**src/rtl/immgen_stage.sv**
```systemverilog
// Decode-stage immediate generator: RV32I/RV64I immediate, format code and pc+imm.
// Latency: one cycle from input handshake to registered output.
// Backpressure: out_* held while stalled; SKID=1 adds a second entry so in_ready comes from a flop.
module immgen_stage #(
  parameter int XLEN    = 32,
  parameter bit CSR_IMM = 1'b1,
  parameter bit SKID    = 1'b1
) (
  input  logic            clk,
  input  logic            rst,
  input  logic            in_valid,
  output logic            in_ready,
  input  logic [31:0]     in_instr,
  input  logic [XLEN-1:0] in_pc,
  output logic            out_valid,
  input  logic            out_ready,
  output logic [31:0]     out_instr,
  output logic [XLEN-1:0] out_pc,
  output logic [XLEN-1:0] out_imm,
  output logic [2:0]      out_fmt,
  output logic [XLEN-1:0] out_pc_imm,
  output logic            out_illegal
);

  typedef enum logic [2:0] {
    FMT_NONE = 3'd0,
    FMT_I    = 3'd1,
    FMT_S    = 3'd2,
    FMT_B    = 3'd3,
    FMT_U    = 3'd4,
    FMT_J    = 3'd5,
    FMT_Z    = 3'd6
  } fmt_e;

  // One decoded instruction, as it sits in the output or skid register.
  typedef struct packed {
    logic [31:0]     instr;
    logic [XLEN-1:0] pc;
    logic [XLEN-1:0] imm;
    fmt_e            fmt;
    logic [XLEN-1:0] pc_imm;
    logic            illegal;
  } res_t;

  localparam logic [6:0] OPC_LUI      = 7'b0110111;
  localparam logic [6:0] OPC_AUIPC    = 7'b0010111;
  localparam logic [6:0] OPC_JAL      = 7'b1101111;
  localparam logic [6:0] OPC_JALR     = 7'b1100111;
  localparam logic [6:0] OPC_OP_IMM   = 7'b0010011;
  localparam logic [6:0] OPC_OP_IMM32 = 7'b0011011;
  localparam logic [6:0] OPC_LOAD     = 7'b0000011;
  localparam logic [6:0] OPC_STORE    = 7'b0100011;
  localparam logic [6:0] OPC_BRANCH   = 7'b1100011;
  localparam logic [6:0] OPC_OP       = 7'b0110011;
  localparam logic [6:0] OPC_OP32     = 7'b0111011;
  localparam logic [6:0] OPC_MISC_MEM = 7'b0001111;
  localparam logic [6:0] OPC_SYSTEM   = 7'b1110011;

  // ---------------------------------------------------------------------------
  // Input-side decode
  // ---------------------------------------------------------------------------
  logic [6:0]  opcode;
  logic [2:0]  funct3;
  logic [31:0] imm_i, imm_s, imm_b, imm_u, imm_j, imm_z;

  assign opcode = in_instr[6:0];
  assign funct3 = in_instr[14:12];

  // Every candidate immediate is built as a 32-bit value already sign-extended
  // to 32 bits; the final widening to XLEN is a single signed cast below.
  assign imm_i = {{20{in_instr[31]}}, in_instr[31:20]};
  assign imm_s = {{20{in_instr[31]}}, in_instr[31:25], in_instr[11:7]};
  assign imm_b = {{19{in_instr[31]}}, in_instr[31], in_instr[7], in_instr[30:25],
                  in_instr[11:8], 1'b0};
  assign imm_u = {in_instr[31:12], 12'b0};
  assign imm_j = {{11{in_instr[31]}}, in_instr[31], in_instr[19:12], in_instr[20],
                  in_instr[30:21], 1'b0};
  assign imm_z = {27'b0, in_instr[19:15]};

  logic [31:0]     imm32;
  fmt_e            dec_fmt;
  logic            dec_illegal;
  logic [XLEN-1:0] dec_imm;
  logic [XLEN-1:0] dec_pc_imm;
  res_t            dec_res;

  // Opcode -> format selection; unknown opcodes yield illegal with a zero immediate.
  always_comb begin
    imm32       = '0;
    dec_fmt     = FMT_NONE;
    dec_illegal = 1'b0;
    case (opcode)
      OPC_LUI, OPC_AUIPC: begin
        dec_fmt = FMT_U;
        imm32   = imm_u;
      end
      OPC_JAL: begin
        dec_fmt = FMT_J;
        imm32   = imm_j;
      end
      OPC_JALR, OPC_OP_IMM, OPC_LOAD: begin
        dec_fmt = FMT_I;
        imm32   = imm_i;
      end
      OPC_OP_IMM32: begin
        if (XLEN == 64) begin
          dec_fmt = FMT_I;
          imm32   = imm_i;
        end else begin
          dec_illegal = 1'b1;
        end
      end
      OPC_STORE: begin
        dec_fmt = FMT_S;
        imm32   = imm_s;
      end
      OPC_BRANCH: begin
        dec_fmt = FMT_B;
        imm32   = imm_b;
      end
      OPC_OP, OPC_MISC_MEM: begin
        dec_fmt = FMT_NONE;
      end
      OPC_OP32: begin
        if (XLEN != 64) begin
          dec_illegal = 1'b1;
        end
      end
      OPC_SYSTEM: begin
        // funct3 == 000 is ECALL/EBREAK/xRET: no immediate at all.
        if (funct3 != 3'b000) begin
          if (CSR_IMM) begin
            dec_fmt = FMT_Z;
            imm32   = imm_z;
          end else begin
            dec_fmt = FMT_I;
            imm32   = imm_i;
          end
        end
      end
      default: begin
        dec_illegal = 1'b1;
      end
    endcase
  end

  // zimm has bit 31 clear, so the signed widening is also a correct zero-extension.
  assign dec_imm    = XLEN'($signed(imm32));
  assign dec_pc_imm = in_pc + dec_imm;

  // Bundle the decoded fields with the passthrough fields for registering.
  always_comb begin
    dec_res         = '0;
    dec_res.instr   = in_instr;
    dec_res.pc      = in_pc;
    dec_res.imm     = dec_imm;
    dec_res.fmt     = dec_fmt;
    dec_res.pc_imm  = dec_pc_imm;
    dec_res.illegal = dec_illegal;
  end

  // ---------------------------------------------------------------------------
  // Output staging
  // ---------------------------------------------------------------------------
  res_t out_q;
  logic out_vld_q;
  logic out_free;

  // The output register may load this cycle if it is empty or being consumed.
  assign out_free = !out_vld_q || out_ready;

  generate
    if (SKID) begin : g_skid
      res_t skid_q;
      logic skid_full_q;

      // Registered ready: with the skid empty there is always room for one more.
      assign in_ready = !skid_full_q;

      // Output + skid registers; skid only fills when the output is stalled.
      always_ff @(posedge clk) begin
        if (rst) begin
          out_q       <= '0;
          out_vld_q   <= 1'b0;
          skid_q      <= '0;
          skid_full_q <= 1'b0;
        end else if (skid_full_q) begin
          // in_ready is low here, so only the drain side can move.
          if (out_free) begin
            out_q       <= skid_q;
            skid_full_q <= 1'b0;
          end
        end else if (in_valid) begin
          if (out_free) begin
            out_q     <= dec_res;
            out_vld_q <= 1'b1;
          end else begin
            skid_q      <= dec_res;
            skid_full_q <= 1'b1;
          end
        end else if (out_ready) begin
          out_vld_q <= 1'b0;
        end
      end
    end else begin : g_noskid
      // Combinational ready: accept whenever the single register frees up.
      assign in_ready = out_free;

      // Single output register; a new accept overwrites a consumed entry.
      always_ff @(posedge clk) begin
        if (rst) begin
          out_q     <= '0;
          out_vld_q <= 1'b0;
        end else if (in_valid && out_free) begin
          out_q     <= dec_res;
          out_vld_q <= 1'b1;
        end else if (out_ready) begin
          out_vld_q <= 1'b0;
        end
      end
    end
  endgenerate

  assign out_valid   = out_vld_q;
  assign out_instr   = out_q.instr;
  assign out_pc      = out_q.pc;
  assign out_imm     = out_q.imm;
  assign out_fmt     = out_q.fmt;
  assign out_pc_imm  = out_q.pc_imm;
  assign out_illegal = out_q.illegal;

endmodule

```
**config.mk**
```make
export PLATFORM = sky130hd
export DESIGN_NAME = immgen_stage
export DESIGN_NICKNAME = d
export VERILOG_FILES = /design/src/rtl/immgen_stage.sv
export SDC_FILE = /design/constraint.sdc
export NUM_CORES = 1
export LEC_CHECK = 0
export CORE_MARGIN = 4
export CORE_UTILIZATION = 31
export CTS_CLUSTER_DIAMETER = 30
export DETAILED_ROUTE_END_ITERATION = 16
export GPL_ROUTABILITY_DRIVEN = 0
export GPL_TIMING_DRIVEN = 0
export PLACE_DENSITY_LB_ADDON = 0.12
export REMOVE_ABC_BUFFERS = 1
export SLEW_MARGIN = 25
export SYNTH_ARGS = -nofsm -noshare
export SYNTH_HDL_FRONTEND = slang
export SYNTH_SLANG_ARGS = --single-unit
```
**constraint.sdc**
```tcl
create_clock -name clk -period 8.6 [get_ports clk]
set_input_delay 1.29 -clock clk [delete_from_list [all_inputs] [get_ports clk]]
set_output_delay 1.29 -clock clk [all_outputs]
set_load 0.01 [all_outputs]
```
After elaboration in Yosys (flattened, before gate mapping)

Index checks and enable logic that the tools add are counted.

Bits of input ports: 68
Flip-flop bits (word level): 266
Memory bits (read-only): 0
Memories: 0
Latch bits: 0
Logic and storage cells: 56
Memory bits (writable): 0

Equal/unequal tests: 12
Magnitude comparators: 0
Multipliers: 0
Bitwise operators: 2
Add/subtract/negate cells: 1
Reductions and logical operators: 12
Shift operators: 0
Divide/modulo/power cells: 0
Multiplexer cells: 15

Operators by type and width:

| operator                                                                 | number |
|---|---|
| 132-bit two-way mux                                                      | 4 |
| 32-bit case mux with 6 select lines                                      | 1 |
| 32-bit adder                                                             | 1 |
| 7-bit == test (second input constant)                                    | 4 |
| 7-bit by 6-bit == test with 1-bit output (second input constant)         | 3 |
| 3-bit case mux with 6 select lines                                       | 1 |
| 7-bit by 5-bit == test with 1-bit output (second input constant)         | 2 |
| 11-bit OR reduction                                                      | 1 |
| 7-bit by 2-bit == test with 1-bit output (second input constant)         | 1 |
| 7-bit by 4-bit == test with 1-bit output (second input constant)         | 1 |
| 1-bit two-way mux                                                        | 7 |
| 3-bit AND reduction                                                      | 2 |
| 5-bit two-way mux                                                        | 1 |
| 2-bit nonzero test                                                       | 2 |
| 3-bit two-way mux                                                        | 1 |
| 3-bit nonzero test                                                       | 1 |
| 3-bit OR reduction                                                       | 1 |
| 1-bit zero test                                                          | 2 |
| 2-bit by 1-bit inequality test with 1-bit output (second input constant) | 1 |
| 1-bit inverter                                                           | 2 |
| 2-bit AND reduction                                                      | 1 |
| 2-bit OR reduction                                                       | 1 |
| 1-bit logical OR                                                         | 1 |

Logic depth before layout (Yosys ltp)

Depth in word-level cells: 7
Mapped depth: 16

Least setup slack after synthesis

OpenSTA, ideal clock, no wires.

Path type: input to register
Start point: input port in_instr[3]
End point: register out_q, in the netlist out_pc_imm[30]
Required time: 8521 ps
Arrival time: 4670 ps
Buffers on the path: 1
Slack: 3851 ps
Stages on the path: 15
Path through: buf_2 -> nand4bb_1 -> nor3_1 -> a222oi_1 -> inv_1 -> ha_1 -> inv_1 -> fa_1 -> nand2b_1 -> a21oi_2 -> o211ai_2 -> a31oi_2 -> a311oi_1 -> mux2_2 -> a211oi_2

Longest elaborated chain between the ends: 7
Elaborated cells between the ends (all ways): 16
Those cells by class: add/sub (1); eq/ne (9); mux (4); reduce/logical (2)

RTL lines:

| item                                                            | line | text |
|---|---|---|
| from (decl)                                                     | 13   | `input logic [31:0] in_instr,` |
| 7-bit == test, or another cell as far along                     | 92   | `case (opcode)` |
| 3-bit OR reduction / 2-bit OR reduction (equally long branches) | -    |  |
| 32-bit case mux with 6 select lines *                           | 92   |  |
| via dec_imm[0]                                                  | 83   | `logic [XLEN-1:0] dec_imm;` |
| 32-bit adder *                                                  | 149  | `assign dec_pc_imm = in_pc + dec_imm;` |
| 132-bit two-way mux *                                           | 194  | `if (out_free) begin` |
| 132-bit two-way mux *                                           | 193  | `end else if (in_valid) begin` |
| 132-bit two-way mux *                                           | 187  | `end else if (skid_full_q) begin` |
| to (signal assigned)                                            | 190  | `out_q <= skid_q;` |
| to (signal assigned)                                            | 195  | `out_q <= dec_res;` |
| to (decl)                                                       | 165  | `res_t out_q;` |

Mark *: on every way through the listed nets, which the timed path passes. The rest lies on a longest branch. The select of a mux whose other input is x is not followed.
A chain may end at the register's enable or synchronous reset.

Worst setup path after layout

Same ends and word-level chain as after synthesis.

==> key figures <==
Worst setup path
  • Most used cell, CP: inv_1
  • Crit-path max FO: 11
  • WS Path Type: in -> reg
  • Crit path cell chain: clkdlybuf4s50_1 -> nand4bb_1 -> nor3_1 -> a222oi_1 -> inv_1 -> ha_1 -> inv_1 -> fa_1 -> nand2b_1 -> a21oi_2 -> o211ai_2 -> a31oi_2 -> a311oi_1 -> mux2_2 -> a211oi_2
  • Critical Path Start Type: primary input
  • CP max stage delay: 0.66 ns
  • Nature of the critical path endpoint: register
  • Critical Path AT: 6.14 ns
  • Crit path required time: 9.10 ns
  • Max stage delay cell, worst path: nor3_1

Finish
  • Final core utilization: 0.455
  • Area Growth Syn to Fin: 43.7%
  • Layout cells sized above 1: 0.0967
  • Nets: 1880
  • N_diodes: 0

Synthesis
  • Adder-Cell Fraction of Synth Area: 0.0321
  • Post-synth EDFFs: 0
  • Post-synth top cells: nand2_1, dfxtp_1, a21oi_1, nor2_1, clkbuf_1
  • Mean Syn Cell Area: 7.96 µm²
  • Seq/Total Area, Yosys: 0.419
  • Top post-synthesis cells by area: dfxtp_1, nand2_1, a21oi_1
  • Main combinational cell family by area after synthesis: compound AO/OA/AOI/OAI gates
  • Register bit count reported by yosys: 266
  • Synth area leader: dfxtp_1
  • Most frequent cell after synthesis: nand2_1
  • Simple-gate share of the synthesized area: 0.194
  • Cell Area, Synth: 12700 µm²
  • Post-synthesis mux area share: 0.0576
  • Synth cell types: 71
  • Cell count after synthesis: 1597
  • Compound-Gate Fraction of Synth Area: 0.234
  • Yosys Warn Count: 0
  • Async S/R FF share, synth: 0
  • Ys flop type: dfxtp_1
  • Post-Synth XOR/XNOR Area: 0.0165
  • Synth top area share: 0.419

Outcome
  • Status: complete, no violations

Floorplanning
  • Die W: 210 µm
  • IO Count: 202
  • Die Y: 210 µm
  • Core area: 40100 µm²
  • Total die area: 44300 µm²
  • Num rows: 73
  • Initial core utilization: 0.317

Timing
  • Setup ws final: 2.96 ns
  • Setup Viol. Count Final: 0
  • Clk_skew: 0.0112 ns
  • Final Max Slew Viols: 0
  • RSZ-0062 raised after global routing: no
  • Worst-Margin Slew: 0.819 ns
  • Slew HR: 0.453
  • TNS Setup: 0 ns
  • Final hold viol count: 0
  • WHS: 0.445 ns
  • Final period util: 0.655
  • Post-layout min period: 5.64 ns
  • Fmax: 0.177 GHz

Global routing
  • First-pass GRT wire length: 66200 µm
  • GR Util All Layers: 0.185
  • Vias in the first global route: 11571
  • Gr ovfl total: 0
  • Initial antenna violation count: 0
  • Largest net degree at the start of global routing: 107

Route
  • Uppermost layer routed: met4
  • Average vias per placed instance: 5.09
  • WL/cell: 17.8 µm
  • Pre-Repair DR Iteration Count: 5
  • Final WL: 42200 µm
  • Routed via count: 12034
  • Initial DRC count: 677
  • Number of antenna-violating nets in the routed design: 0
  • Met1 wire length: 19600 µm
  • Met3 Wirelength: 2360 µm
  • Met2 WL: 19200 µm
  • DR DRC count: 0

Power and ir drop
  • Pwr/cell area: 254 nW/µm²
  • Total leakage power: 0.00683 µW
  • Peak supply drop: 0.000209 V
  • Tot Pwr: 4640 µW

Hold path
  • Hold Path Class: reg -> reg

Job
  • Max-Cap Viols: 0

Clock network
  • CTS tree: done
  • Clock root buffer: clkbuf_16
  • Clk pin slew, worst setup/hold paths: 0.04 ns
  • Clk Latency, worst-skew pair: 0.58 ns
  • Cts repair resizes: 0
  • TritonCTS buffer count: 77
  • Hold Buf Count CTS: 0
  • Worst-case clock buffer depth: 3
  • Setup Buffers After CTS: 0
  • H-Tree Depth: 3
  • Sink Count: 266

Place
  • Hpwl dp: 29700 µm
  • Pre-CTS WS: 2.36 ns
  • # port buffers: 201
cell usage in the layout, fill, tap and decap left out, drive strengths merged, types with 21 or more instances in the layout:
cell,n
nand2,302
mux2i,72
nor3,21
buf,27
dfxtp,266
a21o,21
clkdlybuf4s50,200
inv,33
nor2,168
a21oi,192
o21ai,61
o211ai,25
a211oi,104
clkbuf,107
ha,31
worst max-delay path, delay by kind of cell:
family                     cells  cell delay [ns]
and+or+nand+nor                3             1.32
adders and majority gates      2             0.63
buffers and inverters          3             0.79
AOI/OAI and AO/OA              6             1.79
muxes                          1             0.32
sequential cells by signal, summed over array words and instances (netlist names):
name	cells
g_skid.skid_full_q	1
g_skid.skid_q	132
out_fmt	3
out_illegal	1
out_imm	32
out_instr	32
out_pc	32
out_pc_imm	32
out_valid	1
cell families after synthesis:
family	after synthesis
AND/OR/NAND/NOR	583
AO/OA/AOI/OAI	465
flip-flops	266
buffers and inverters	154
multiplexers	73
adder cells (fa/ha/maj)	32
XOR/XNOR	24
per-layer routing:
layer | up-vias | global-route usage
met3 | 75 | 0.0463
met1 | 5636 | 0.248
met5 | - | 0
met4 | 0 | 0.0664
met2 | 303 | 0.292
li1 | 6020 | -
final cells by class:
cell class / instances / area (µm²)
multi-input combinational: 1177 / 6830
clock buffer: 107 / 2210
clock inverter: 32 / 438
inverter: 31 / 118
timing repair buffer: 227 / 2680
tap: 525 / 657
fill: 3907 / 21800
sequential: 266 / 5330
per-stage QoR:
stage | cells | cell area [µm²]
6_report | 2365 | 18300
3_3_place_gp | 2200 | 14900
5_1_grt | 2365 | 18300
3_5_place_dp | 2225 | 15600
2_1_floorplan | 1474 | 12200
4_1_cts | 2364 | 18300
power breakdown:
group | switching (µW) | total, µW | internal (µW)
Combinational | 248 | 459 | 211
Sequential | 29.6 | 1330 | 1300
Clock | 831 | 2850 | 2020
Total | 1110 | 4640 | 3530
worst paths after layout:
check	from	to	slack, ns	depth (start not counted)
setup / recovery	in_instr[3]	out_pc_imm[30]	2.96	15
hold reg to reg	out_imm[12]	out_imm[12]	0.44	2
hold / removal	out_imm[12]	out_imm[12]	0.44	2
setup reg to reg	g_skid.skid_full_q	g_skid.skid_q[36]	5.89	9
Note: power is estimated with default switching activity, not from simulation.
